==> src/rtl/fp_pkg.sv <==
// Shared single-precision FPU definitions: result constants, rounding-mode
// encodings, operand layout and the helpers used by the sqrt, adder and
// squarer units.
package fp_pkg;

    localparam logic [31:0] ZERO = 32'h0000_0000;
    localparam logic [31:0] INF  = 32'h7f80_0000;
    localparam logic [31:0] NAN  = 32'h7fc0_0000;
    localparam logic [31:0] MAX  = 32'h7f7f_ffff;

    // Radix-4 steps needed to consume a 24-bit multiplier.
    localparam logic [4:0] SQ_ITERS = 5'd12;

    typedef enum logic [1:0] {
        RM_RNE = 2'b00,
        RM_RDN = 2'b01,
        RM_RUP = 2'b10,
        RM_RTZ = 2'b11
    } rm_t;

    typedef enum logic [1:0] {
        CLS_NUM,
        CLS_ZERO,
        CLS_INF,
        CLS_NAN
    } fp_class_t;

    typedef struct packed {
        logic        sign;
        logic [7:0]  exp;
        logic [22:0] frac;
    } fp32_t;

    // Decide whether the truncated magnitude must be bumped by one ulp.
    function automatic logic round_inc(input rm_t  rm,
                                       input logic sign,
                                       input logic lsb,
                                       input logic guard,
                                       input logic sticky);
        logic inc;
        case (rm)
            RM_RNE:  inc = guard & (sticky | lsb);
            RM_RDN:  inc = sign & (guard | sticky);
            RM_RUP:  inc = ~sign & (guard | sticky);
            default: inc = 1'b0;
        endcase
        return inc;
    endfunction

    // Leading-zero count of a 24-bit value (result meaningless for v == 0).
    function automatic logic [4:0] lzc24(input logic [23:0] v);
        logic [4:0] n;
        n = 5'd0;
        for (int i = 0; i < 24; i++) begin
            if (v[i]) n = 5'(23 - i);
        end
        return n;
    endfunction

endpackage

==> src/rtl/fsquare_iter_square24.sv <==
// Sequential 24x24 mantissa squarer, two multiplier bits per step.
// Owns the accumulator, iteration counter and busy flag for the squarer.
module square24_radix4
    import fp_pkg::*;
(
    input  logic        clock,
    input  logic        reset,
    input  logic        start,
    input  logic        enable,
    input  logic [23:0] m,
    output logic [47:0] product,
    output logic [4:0]  count,
    output logic        busy
);

    logic [47:0] acc;
    logic [47:0] mcand;
    logic [23:0] mplier;
    logic [47:0] partial;

    // Select 0/1/2/3 times the shifted multiplicand for this step.
    always_comb begin
        // NOTE: give every always_comb output a default first so no path can infer a latch.
        partial = '0;
        case (mplier[1:0])
            2'd1:    partial = mcand;
            2'd2:    partial = mcand << 1;
            2'd3:    partial = mcand + (mcand << 1);
            default: partial = '0;
        endcase
    end

    // Load on start, then accumulate one radix-4 digit per enabled cycle;
    // the cycle after the last digit is the finish cycle that drops busy.
    always_ff @(posedge clock) begin
        // NOTE: state registers use non-blocking assignments so every flop samples pre-edge values.
        if (reset) begin
            acc    <= '0;
            mcand  <= '0;
            mplier <= '0;
            count  <= '0;
            busy   <= 1'b0;
        end else if (enable) begin
            if (start) begin
                acc    <= '0;
                mcand  <= {24'd0, m};
                mplier <= m;
                count  <= SQ_ITERS;
                busy   <= 1'b1;
            end else if (busy) begin
                if (count != 5'd0) begin
                    acc    <= acc + partial;
                    mcand  <= mcand << 2;
                    mplier <= mplier >> 2;
                    count  <= count - 5'd1;
                end else begin
                    busy   <= 1'b0;
                end
            end
        end
    end

    assign product = acc;

endmodule

==> src/rtl/fsquare_iter.sv <==
// Iterative single-precision squarer s = d * d. Unpacks and normalizes the
// operand, runs the radix-4 mantissa squarer, then normalizes, rounds and
// resolves special cases in one finish cycle before writing s.
module fsquare_iter
    import fp_pkg::*;
(
    input  logic        clock,
    input  logic        reset,
    input  logic [31:0] d,
    input  logic [1:0]  rm,
    input  logic        fsquare,
    input  logic        enable,
    output logic [31:0] s,
    output logic        busy,
    output logic        stall,
    output logic [4:0]  count
);

    fp32_t            op;
    logic             accept;
    logic             done;
    logic [4:0]       lz;
    logic [23:0]      m_in;
    logic signed [9:0] e_in;
    fp_class_t        cls_in;
    logic             sign_in;

    rm_t              rm_q;
    fp_class_t        cls_q;
    logic signed [9:0] e_q;
    logic             sign_q;
    logic [31:0]      s_q;

    logic [47:0]      product;

    assign op      = d;
    assign accept  = fsquare & enable & ~busy;
    assign done    = busy & enable & (count == 5'd0);
    assign stall   = fsquare & busy;
    assign lz      = lzc24({1'b0, op.frac});
    // A square's sign is the product of two equal signs, hence always positive.
    assign sign_in = op.sign ^ op.sign;

    // Classify the operand and produce a mantissa with its MSB set.
    always_comb begin
        m_in   = {1'b1, op.frac};
        e_in   = $signed({2'b00, op.exp}) - 10'sd127;
        cls_in = CLS_NUM;
        if (op.exp == 8'hff) begin
            cls_in = (op.frac != 23'd0) ? CLS_NAN : CLS_INF;
        end else if (op.exp == 8'h00) begin
            if (op.frac == 23'd0) begin
                cls_in = CLS_ZERO;
            end else begin
                m_in = {1'b0, op.frac} << lz;
                e_in = -10'sd126 - $signed({5'd0, lz});
            end
        end
    end

    square24_radix4 u_mul (
        .clock   (clock),
        .reset   (reset),
        .start   (accept),
        .enable  (enable),
        .m       (m_in),
        .product (product),
        .count   (count),
        .busy    (busy)
    );

    logic              norm_up;
    logic [47:0]       pn;
    logic signed [11:0] e2;
    logic signed [11:0] exp_b;
    logic signed [11:0] sh;
    logic [4:0]        sh_amt;
    logic              underflow;
    logic              overflow;
    logic [47:0]       shifted;
    logic              lost;
    logic              guard;
    logic              sticky;
    logic              inc;
    logic [7:0]        exp_field;
    logic [31:0]       rounded;
    logic [31:0]       s_next;

    // Normalize the [1,4) product, denormalize on underflow, round, and
    // pick the final encoding.
    always_comb begin
        norm_up   = product[47];
        pn        = norm_up ? product : (product << 1);
        e2        = {e_q[9], e_q, 1'b0};
        exp_b     = e2 + 12'sd127 + {11'd0, norm_up};
        sh        = 12'sd1 - exp_b;
        underflow = (exp_b <= 12'sd0);
        overflow  = (exp_b >= 12'sd255);
        sh_amt    = 5'd0;
        shifted   = pn;
        lost      = 1'b0;
        if (underflow) begin
            if (sh > 12'sd25) begin
                shifted = '0;
                lost    = 1'b1;
            end else begin
                sh_amt  = sh[4:0];
                shifted = pn >> sh_amt;
                lost    = |(pn & ~(48'hffff_ffff_ffff << sh_amt));
            end
        end
        guard  = shifted[23];
        sticky = (|shifted[22:0]) | lost;
        inc    = round_inc(rm_q, sign_q, shifted[24], guard, sticky);
        // For a denormal the exponent field is just the (now cleared) hidden
        // bit, so a rounding carry promotes it to the smallest normal.
        exp_field = underflow ? {7'd0, shifted[47]} : exp_b[7:0];
        rounded   = {sign_q, exp_field, shifted[46:24]} + {31'd0, inc};
        if (overflow) begin
            rounded = (rm_q == RM_RNE || rm_q == RM_RUP) ? INF : MAX;
        end
        case (cls_q)
            CLS_NAN:  s_next = NAN;
            CLS_INF:  s_next = INF;
            CLS_ZERO: s_next = ZERO;
            default:  s_next = rounded;
        endcase
    end

    // Capture operand context on accept; write the result on finish.
    always_ff @(posedge clock) begin
        if (reset) begin
            rm_q   <= RM_RNE;
            cls_q  <= CLS_NUM;
            e_q    <= '0;
            sign_q <= 1'b0;
            s_q    <= '0;
        end else begin
            if (accept) begin
                rm_q   <= rm_t'(rm);
                cls_q  <= cls_in;
                e_q    <= e_in;
                sign_q <= sign_in;
            end
            if (done) begin
                s_q <= s_next;
            end
        end
    end

    assign s = s_q;

endmodule

==> config.mk <==
export PLATFORM = sky130hd
export DESIGN_NAME = fsquare_iter
export DESIGN_NICKNAME = d
export VERILOG_FILES = /design/src/rtl/fp_pkg.sv /design/src/rtl/fsquare_iter_square24.sv /design/src/rtl/fsquare_iter.sv
export SDC_FILE = /design/constraint.sdc
export NUM_CORES = 1
export LEC_CHECK = 0
export ABC_CLOCK_PERIOD_IN_PS = 10500
export BUFFER_PORTS_ARGS = -buffer_cell sky130_fd_sc_hd__buf_2
export CAP_MARGIN = 5
export CELL_PAD_IN_SITES_DETAIL_PLACEMENT = 1
export CELL_PAD_IN_SITES_GLOBAL_PLACEMENT = 2
export CORE_UTILIZATION = 38
export CTS_BUF_LIST = sky130_fd_sc_hd__clkbuf_16
export DETAILED_ROUTE_END_ITERATION = 6
export GPL_TIMING_DRIVEN = 0
export PLACE_DENSITY_LB_ADDON = 0.1
export SYNTH_ARGS = -nofsm -noshare
export SYNTH_HDL_FRONTEND = slang
export SYNTH_SLANG_ARGS = --single-unit
==> constraint.sdc <==
create_clock -name clock -period 10.5 [get_ports clock]
set_input_delay 1.05 -clock clock [delete_from_list [all_inputs] [get_ports clock]]
set_output_delay 1.05 -clock clock [all_outputs]
set_load 0.1 [all_outputs]
---- Word level (Yosys, flattened, before mapping) ----
Index checks and enable logic that the tools add are counted.
word-level totals
  register bits ........................... 172
  output and inout bits ................... 39
  word-level logic and storage cells ...... 115
cells by class
  add/subtract/negate cells ............... 9
  magnitude comparators ................... 3
  equality and inequality tests ........... 8
  shift operators ......................... 3
  mux-type cells .......................... 59
  bitwise operators ....................... 12
  reduce and logical (&&, ||, !) cells .... 12
operators with widths
  operator                 count
  $mux W48                 9
  $mux W24                 7
  $pmux W48 S3             1
  $mux W5                  26
  $add A48 B48 Y48         2
  $pmux W32 S3             1
  $and A48 B48 Y48         1
  $not A48 Y48             1
  $reduce_or A48 Y1        1
  $shl A48 B5 Y48 const A  1
  $shr A48 B5 Y48          1
  $add A31 B1 Y32          1
  $mux W32                 1
  $mux W10                 3
  $shl A23 B5 Y24          1
  $logic_not A23 Y1        1
  $reduce_bool A23 Y1      1
  $reduce_or A23 Y1        1
  $add A11 B8 Y12 const B  1
  $add A12 B1 Y12          1
  $ge A12 B9 Y1 const B    1
  $gt A12 B6 Y1 const B    1
  $le A12 B1 Y1 const B    1
  $sub A2 B12 Y12 const A  1
  other kinds (20)         40

---- Longest topological paths before layout ----
Gate-level depths: netlist of the first run.
  depth in word-level cells ............... 28
  mapped depth ............................ 36
  depth with buffers taken out ............ 28

---- Hierarchy ----
Synthesis of the first run repeated with hierarchy kept, for this count alone.
second synthesis, totals
  cell total of the unflattened synthesis .. 2,538
  area, all modules ....................... 18,820.6 um2
modules (own cells, without submodules)
  module           times used  cells each  area each (um2)
  square24_radix4  1           1,338       10,415.0
  fsquare_iter     1           1,200       8,405.6

---- Least setup slack after synthesis of the first run ----
No wires, ideal clock.
  path type ............................... reg2reg
  start ................................... register u_mul.acc[47], in the netlist u_mul.product[47]
  end ..................................... register s_q[30], in the netlist s[30]
  setup time .............................. 0.129 ns
  data arrival time ....................... 7.499 ns
  data required time ...................... 10.371 ns
  path slack .............................. 2.872 ns
  cell stages (with the launch flop) ...... 35
  clock period less this slack ............ 7.628 ns
  path through ............................ dfxtp_1 > buf_4 > inv_1 > buf_1 > buf_2 > buf_1 > clkbuf_1 > ha_1 > buf_2 > xor2_1 > inv_1 > ha_1 > buf_1 > clkbuf_1 > clkbuf_1 > buf_1 > clkbuf_1 > a211oi_1 > nand4_1 > a21oi_1 > a31oi_1 > o41ai_1 > inv_1 > a21oi_1 > nor3_1 > ha_1 > inv_1 > a2111oi_4 > nand2_1 > or4_1 > buf_2 > or4_1 > nor2_1 > xor2_1 > a21oi_1
between the ends
  cells in the longest elaborated chain, start to end .. 15
  elaborated cells between the ends (all ways) .. 25
ends and longest elaborated chain
  what                    line                         source
  from (decl)             fsquare_iter_square24.sv:16  logic [47:0] acc;
  from (signal assigned)  fsquare_iter_square24.sv:52  acc <= acc + partial;
  $add A12 B1 Y12         fsquare_iter.sv:95           exp_b = e2 + 12'sd127 + {11'd0, norm_up};
  $sub A2 B12 Y12         fsquare_iter.sv:96           sh = 12'sd1 - exp_b;
  $shl A48 B5 Y48         fsquare_iter.sv:109          lost = |(pn & ~(48'hffff_ffff_ffff << sh_amt));
  $not A48 Y48            fsquare_iter.sv:109
  $and A48 B48 Y48        fsquare_iter.sv:109
  $reduce_or A48 Y1       fsquare_iter.sv:109
  $mux W1                 fsquare_iter.sv:103          if (sh > 12'sd25) begin
  $mux W1                 fsquare_iter.sv:102          if (underflow) begin
  $or A1 B1 Y1            fsquare_iter.sv:113          sticky = (|shifted[22:0]) | lost;
  $or A1 B1 Y1            fp_pkg.sv:42                 RM_RNE: inc = guard & (sticky | lsb);
  $and A1 B1 Y1           fp_pkg.sv:42
  $pmux W1 S2             fp_pkg.sv:41                 case (rm)
  $add A31 B1 Y32         fsquare_iter.sv:118          rounded = {sign_q, exp_field, shifted[46:24]} + {31'd0, inc};
  $mux W32 *              fsquare_iter.sv:119          if (overflow) begin
  $pmux W32 S3 *          fsquare_iter.sv:122          case (cls_q)
  to (signal assigned)    fsquare_iter.sv:146          s_q <= s_next;
  to (decl)               fsquare_iter.sv:32           logic [31:0] s_q;
Every way passes the cells marked *; elsewhere a longest branch is shown, timed or not.
A chain may end at the register's enable or synchronous reset.

---- Worst setup path in the final report of the first run ----
  start ................................... register u_mul.acc[47], in the netlist u_mul.product[47]
  end ..................................... register s_q[27], in the netlist s[27]
The elaborated chain is that of the path after synthesis.

==> impl_metrics.py, run 1 <==
metrics = {
    "logic_synthesis": {
        "synth_edf_count": 0,
        "syn_area_per_cell_sq_um": 7.437,
        "synth_warnings": 0,
        "syn_area_sq_um": 18100,
        "seq_area_frac_synth": 0.1891,
        "syn_inst": 2434,
        "async_flop_share": 0,
        "synth_flop_cell": "dfxtp_1",
        "ys_ff_latch": 171,
        "synth_cell_types": 93,
        "syn-num-nets": 2582,
    },
    "grt": {
        "grt_pass1_wl_um": 117300,
        "grt_max_degree": 17,
        "grt-ovfl-total": 0,
        "grt_pass1_vias": 19323,
        "antenna_found_initial": 0,
        "track_usage": 0.3173,
    },
    "place": {
        "dp_cells": 3112,
        "dpl.hpwl_um": 61690,
        "gp_congestion": 0.9863,
        "portBuffers": 71,
    },
    "route": {
        "drc_errors": 14,
        "dr.pass1.iters": 7,
        "vias_per_cell": 6.242,
        "drt_iter0_markers": 1342,
        "drt_wl_total_um": 76730,
        "wl_per_cell_um": 24.41,
        "antenna_left": 0,
        "vias": 19620,
    },
    "power": {
        "p_int_mw": 1.198,
        "switchingPower_mw": 0.7076,
        "swShare": 0.3713,
        "leakage_nw": 7.977,
        "comb_power_share": 0.269,
        "seq_power_share": 0.365,
        "peakVddDrop_v": 0.00009437,
        "pwr-share-clk": 0.366,
        "p_per_area_nw_per_um2": 96.08,
    },
    "die": {
        "die_y_um": 220.3,
        "coreArea_sq_um": 46750,
        "start_util": 0.3872,
        "row_count": 79,
        "die-area_sq_um": 48510,
        "num_io_pins": 77,
        "die_x_um": 220.3,
    },
    "finish": {
        "final_cell_mix": "nand2_1, a21oi_1, nor2_1",
        "area_growth_pct": 9.573,
        "fillers": 5957,
        "layout_commonest_cell": "nand2_1",
        "drive_gt1_frac": 0.08915,
        "finalNetCount": 2670,
        "instances_no_fill": 3143,
        "utilization": 0.4243,
    },
    "setup_path": {
        "arrival_ns": 10.35,
        "critPathMaxStageDelay_ns": 0.55,
        "path_class": "flip-flop to flip-flop",
        "crit_path_start_kind": "flip-flop",
        "worst_setup_path_end_kind": "flip-flop",
        "worstPathMaxFanout": 13,
        "crit_required_ns": 10.88,
        "worst_path_max_delay_cell": "a2111oi_1",
        "worst_path_most_repeated_cell": "a21oi_1",
    },
    "sta": {
        "max_freq_mhz": 100.3,
        "rsz0062_at_grt": "false",
        "hold_viol": 0,
        "finalCritPeriodShare": 0.9495,
        "drv_slew": 0,
        "slew-limit-headroom": 0.2465,
        "worst_pin_slew_ns": 1.126,
        "period_needed_ns": 9.970,
        "skew_ns": 0.01241,
        "setup_viol": 0,
    },
    "hold_path": {
        "hold_path.class": "flip-flop to flip-flop",
    },
    "clock_network": {
        "root_buffer": "clkbuf_16",
        "cts_tree": "yes",
        "cts.sinks": 171,
        "clk_latency_ns": 0.50,
        "postCtsSetupRepairBufs": 0,
        "htreeDepth": 4,
        "cts_buffers": 17,
        "clock_path_buffers": 2,
        "clkTransAtPathRegs_ns": 0.07,
    },
    "run_status": {
        "status": "finished with violations",
        "violations": "design-rule violations",
    },
    "run": {
        "drv_cap": 0,
    },
}
-- critical path: cells and delay by family (launching register included) --
family	cells	cell delay, ns
and+or+nand+nor	6	1.78
AOI/OAI and AO/OA	9	1.85
DFF	1	0.34
xor gates and xnor gates	2	0.48
adders and majority gates	3	1.11
buffers and inverters	14	4.28
-- layer usage --
| layer | vias up | share of wire | global-route usage |
|---|---|---|---|
| met1 | 9682 | 0.46 | 0.4249 |
| met2 | 543 | 0.45 | 0.5123 |
| met4 | 0 | 0.032 | 0.1131 |
| met3 | 123 | 0.053 | 0.05031 |
| met5 | - | 0 | 0 |
| li1 | 9272 | - | - |
-- path summary, 6_finish.rpt --
| path | slack, ns | from | end | cells after the start |
|---|---|---|---|---|
| setup / recovery | 0.53 | u_mul.product[47]$_SDFFE_PP0P_ | s[27]$_SDFFE_PP0P_ | 34 |
| hold reg to reg | 0.44 | s[31]$_SDFFE_PP0P_ | s[31]$_SDFFE_PP0P_ | 2 |
| setup reg to reg | 0.53 | u_mul.product[47]$_SDFFE_PP0P_ | s[27]$_SDFFE_PP0P_ | 34 |
| hold / removal | 0.44 | s[31]$_SDFFE_PP0P_ | s[31]$_SDFFE_PP0P_ | 2 |
-- what timing repair did --
action / in CTS / in global routing
hold buffers: 0 / 0
resized for setup: 2 / 4
setup endpoints to repair: 19 / 12
endpoints found under the hold margin: 0 / 0
-- power by group through the flow --
stage | clock (mW) | combinational [mW] | sequential, mW
after floorplan | 0 | 0.308 | 0.738
after global placement | 0 | 0.497 | 0.710
after detailed placement | 0 | 0.503 | 0.711
after CTS | 0.711 | 0.506 | 0.696
after global routing | 0.737 | 0.549 | 0.699
final | 0.697 | 0.513 | 0.696
-- flip-flops by register name, summed over array words and instances (netlist names) --
register	count
u_mul.busy	1
s	32
rm_q	2
u_mul.product	48
u_mul.count	5
u_mul.mcand	48
cls_q	2
u_mul.mplier	24
e_q	9
-- final cells by class --
type	count	area, sq um	area share
diodes	1	2.502	0.0001262
plain buffers	154	616.8	0.03110
clock buffers	17	425.4	0.02145
clock inverters	15	188.9	0.009525
inverters	60	229.0	0.01154
multi-input cells	2047	13830	0.6975
flip-flops and latches	171	3423	0.1726
well taps	607	759.5	0.03829
repair buffers	71	355.3	0.01791
-- synth_stat cells (all sizes together) (50+ instances only) --
| cell | instances | area [sq um] |
|---|---|---|
| mux2i | 112 | 1121 |
| a22o | 69 | 604.3 |
| xnor2 | 73 | 639.4 |
| nor2 | 204 | 765.7 |
| a21o | 67 | 503.0 |
| a21oi | 220 | 1101 |
| nand2 | 287 | 1077 |
| nor3 | 57 | 290.3 |
| xor2 | 52 | 455.4 |
| o21ai | 175 | 875.8 |
| clkbuf | 111 | 417.9 |
| nand3 | 50 | 262.8 |
| dfxtp | 171 | 3423 |
| mux2 | 64 | 720.7 |
| ha | 108 | 1351 |
| inv | 60 | 225.2 |
-- metrics by stage --
stage	instance area [sq um]	setup WS (ns)	hold slack, ns	power, mW	setup TNS [ns]
floorplan	18100	2.872	0.4476	1.046	0
global placement	19220	-0.6880	0.4255	1.207	-6.321
detailed placement	19220	-0.7118	0.4339	1.214	-6.852
CTS	19830	0.08111	0.4462	1.912	0
global route	19830	0.03691	0.4697	1.985	0
finish	19840	0.5305	0.4411	1.906	0
-- kinds of logic after synthesis --
kind of cell | synth area share
flip-flops | 0.1891
AND/OR/NAND/NOR | 0.1997
multiplexers | 0.1117
XOR/XNOR | 0.06304
buffers and inverters | 0.04665
AO/OA/AOI/OAI | 0.3119
adder cells (fa/ha/maj) | 0.07797
Power figures use the tool's default switching activity.
==> inputs of run 2 (changes only) <==
ABC_AREA = 1   (was not set)
CORE_UTILIZATION = 34   (was 38)
==> run 2 against run 1 <==
Effect of this change: the flow now finishes without violations; final area is 0.63% lower; global-route usage is 0.56 points lower; core utilization is 4.3 points lower; worst setup slack better by 2.1 ns; register-to-register slack better by 2.1 ns; non-clock buffer count is 30 lower; wire length is 9.2% higher; clock power is 5.9% lower.
==> impl_metrics.py, run 2 <==
metrics = {
    "setup_path": {
        "regToRegSetupSlack_ns": 2.60,
        "reg2reg_depth": 32,
        "worst_path_max_delay_cell": "clkbuf_1",
        "critPathMaxStageDelay_ns": 0.60,
        "path_class": "flip-flop to flip-flop",
        "crit_path_start_kind": "flip-flop",
        "crit_required_ns": 10.86,
        "worstPathMaxFanout": 12,
        "worst_setup_path_end_kind": "flip-flop",
        "arrival_ns": 8.26,
    },
    "logic_synthesis": {
        "seq_area_frac_synth": 0.1910,
        "synth-xor-area-share": 0.01885,
        "async_flop_share": 0,
        "synth_edf_count": 0,
        "syn_inst": 3083,
        "yosysMostFrequentCell": "nand2_1",
        "synth_largest_area_cell": "dfxtp_1",
        "synth_mux_area_frac": 0.007261,
        "synth_compound_area_frac": 0.2869,
        "synth_common_cells": "nand2_1, inv_1, o21ai_0",
        "synthAdderAreaFrac": 0.07764,
        "syn_area_sq_um": 17920,
        "syn_area_per_cell_sq_um": 5.813,
        "synth_top_family_by_area": "simple AND/OR/NAND/NOR gates",
        "synth_area_leaders": "dfxtp_1, nand2_1, o21ai_0, inv_1, ha_1",
        "synthSimpleGateAreaFrac": 0.3112,
        "synth_warnings": 0,
        "yosys.area.top_type_share": 0.1910,
        "synth_cell_types": 64,
        "synth_flop_cell": "dfxtp_1",
        "ys_ff_latch": 171,
        "syn-num-nets": 3231,
    },
    "route": {
        "vias": 21939,
        "antenna_left": 0,
        "vias_per_cell": 5.673,
        "drc_errors": 0,
        "top_layer_used": "met5",
        "wl_met1_um": 40600,
        "dr.pass1.iters": 5,
        "drt_wl_total_um": 83810,
        "wl_met3_um": 3556,
        "wl_per_cell_um": 21.67,
        "drt_iter0_markers": 1498,
        "met2_length_um": 37860,
    },
    "clock_network": {
        "postCtsSetupRepairBufs": 0,
        "cts_buffers": 17,
        "clk_latency_ns": 0.49,
        "clock_path_buffers": 2,
        "cts_resized": 0,
        "htreeDepth": 4,
        "cts.sinks": 171,
        "cts-hold-fix-buffers": 0,
        "root_buffer": "clkbuf_16",
        "clkTransAtPathRegs_ns": 0.07,
        "cts_tree": "yes",
    },
    "place": {
        "gp_congestion": 0.9738,
        "dpl.hpwl_um": 70650,
        "portBuffers": 74,
        "place_area_sq_um": 19140,
    },
    "die": {
        "num_io_pins": 77,
        "start_util": 0.3465,
        "die_x_um": 231.6,
        "row_count": 83,
        "die_y_um": 231.6,
        "coreArea_sq_um": 51720,
        "die-area_sq_um": 53630,
    },
    "finish": {
        "layout_commonest_cell": "nand2_1",
        "fillers": 7166,
        "regArea_sq_um": 3423,
        "n_antenna_cell": 0,
        "area_growth_pct": 9.984,
        "final_cell_mix": "nand2_1, inv_1, o21ai_0",
        "drive_gt1_frac": 0.05460,
        "multi_input_area_sq_um": 12580,
        "finalNetCount": 3324,
        "fin_area_sq_um": 19710,
    },
    "hold_path": {
        "hold_depth": 2,
        "hold_path.class": "flip-flop to flip-flop",
    },
    "grt": {
        "grt_pass1_vias": 22125,
        "antenna_found_initial": 2,
        "grt-ovfl-total": 0,
        "track_usage": 0.3117,
        "grt_max_degree": 17,
        "grt_pass1_wl_um": 129600,
    },
    "sta": {
        "drv_slew": 0,
        "slew-limit-headroom": 0.2702,
        "hold_viol": 0,
        "rsz0062_at_grt": "false",
        "setup-tns-final_ns": 0,
        "period_needed_ns": 7.897,
        "worst_pin_slew_ns": 1.091,
        "setup_viol": 0,
        "finalCritPeriodShare": 0.7521,
        "max_freq_mhz": 126.6,
        "skew_ns": 0.01276,
    },
    "power": {
        "leakage_nw": 8.855,
        "p_int_mw": 1.161,
        "seq_power_share": 0.369,
        "comb_power_share": 0.284,
        "swShare": 0.3853,
        "switchingPower_mw": 0.7276,
        "p_per_area_nw_per_um2": 95.81,
        "total_power_mw": 1.889,
        "peakVddDrop_v": 0.0001245,
        "pwr-share-clk": 0.347,
    },
    "run": {
        "drv_cap": 0,
    },
    "run_status": {
        "status": "completed",
    },
}
[run 2: metal layers]
metal | GRT usage | vias up
li1 | - | 10627
met1 | 0.4335 | 10793
met2 | 0.5057 | 430
met3 | 0.03912 | 85
met4 | 0.07689 | 4
met5 | 0 | -
[run 2: critical path: cells and delay by family (launching register included)]
family	cells	cell delay [ns]
buffers and inverters	10	3.43
DFF	1	0.44
muxes	1	0.36
and+or+nand+nor	14	1.58
AOI/OAI and AO/OA	4	0.85
adders and majority gates	3	1.10
[run 2: area by class of cell]
| class | count | area share |
|---|---|---|
| timing repair buffer | 74 | 0.01879 |
| buffer | 121 | 0.02374 |
| sequential | 171 | 0.1737 |
| clock inverter | 13 | 0.007237 |
| tap | 680 | 0.04317 |
| clock buffer | 17 | 0.02158 |
| inverter | 387 | 0.07370 |
| multi-input combinational | 2404 | 0.6381 |
[run 2: path summary, 6_finish.rpt]
check / startpoint / to
worst max-delay path: u_mul.product[47]$_SDFFE_PP0P_ / s[24]$_SDFFE_PP0P_
worst min-delay path: s[9]$_SDFFE_PP0P_ / s[9]$_SDFFE_PP0P_
worst max register to register: u_mul.product[47]$_SDFFE_PP0P_ / s[24]$_SDFFE_PP0P_
worst min register to register: s[9]$_SDFFE_PP0P_ / s[9]$_SDFFE_PP0P_
[run 2: power groups by stage]
stage / combinational (mW) / clock [mW] / sequential [mW]
floorplan: 0.324 / 0 / 0.740
global placement: 0.520 / 0 / 0.710
global route: 0.588 / 0.692 / 0.699
detailed placement: 0.527 / 0 / 0.711
finish: 0.536 / 0.656 / 0.697
CTS: 0.530 / 0.667 / 0.696
[run 2: stage by stage]
| stage | worst slack (ns) | util | hold slack [ns] | std cells |
|---|---|---|---|---|
| floorplan | 5.165 | - | 0.4422 | 3083 |
| global placement | 2.775 | 0.3701 | 0.4318 | 3837 |
| detailed placement | 2.745 | 0.3701 | 0.4422 | 3837 |
| CTS | 2.700 | 0.3811 | 0.4566 | 3867 |
| global route | 2.085 | 0.3811 | 0.4750 | 3867 |
| finish | 2.603 | 0.3811 | 0.4533 | 3867 |
[run 2: cell families after synthesis]
kind of cell	Yosys count
buf+inv	508
mux	13
flops	171
xor+xnor	36
fa+ha+maj	110
compound gates	899
simple gates	1346
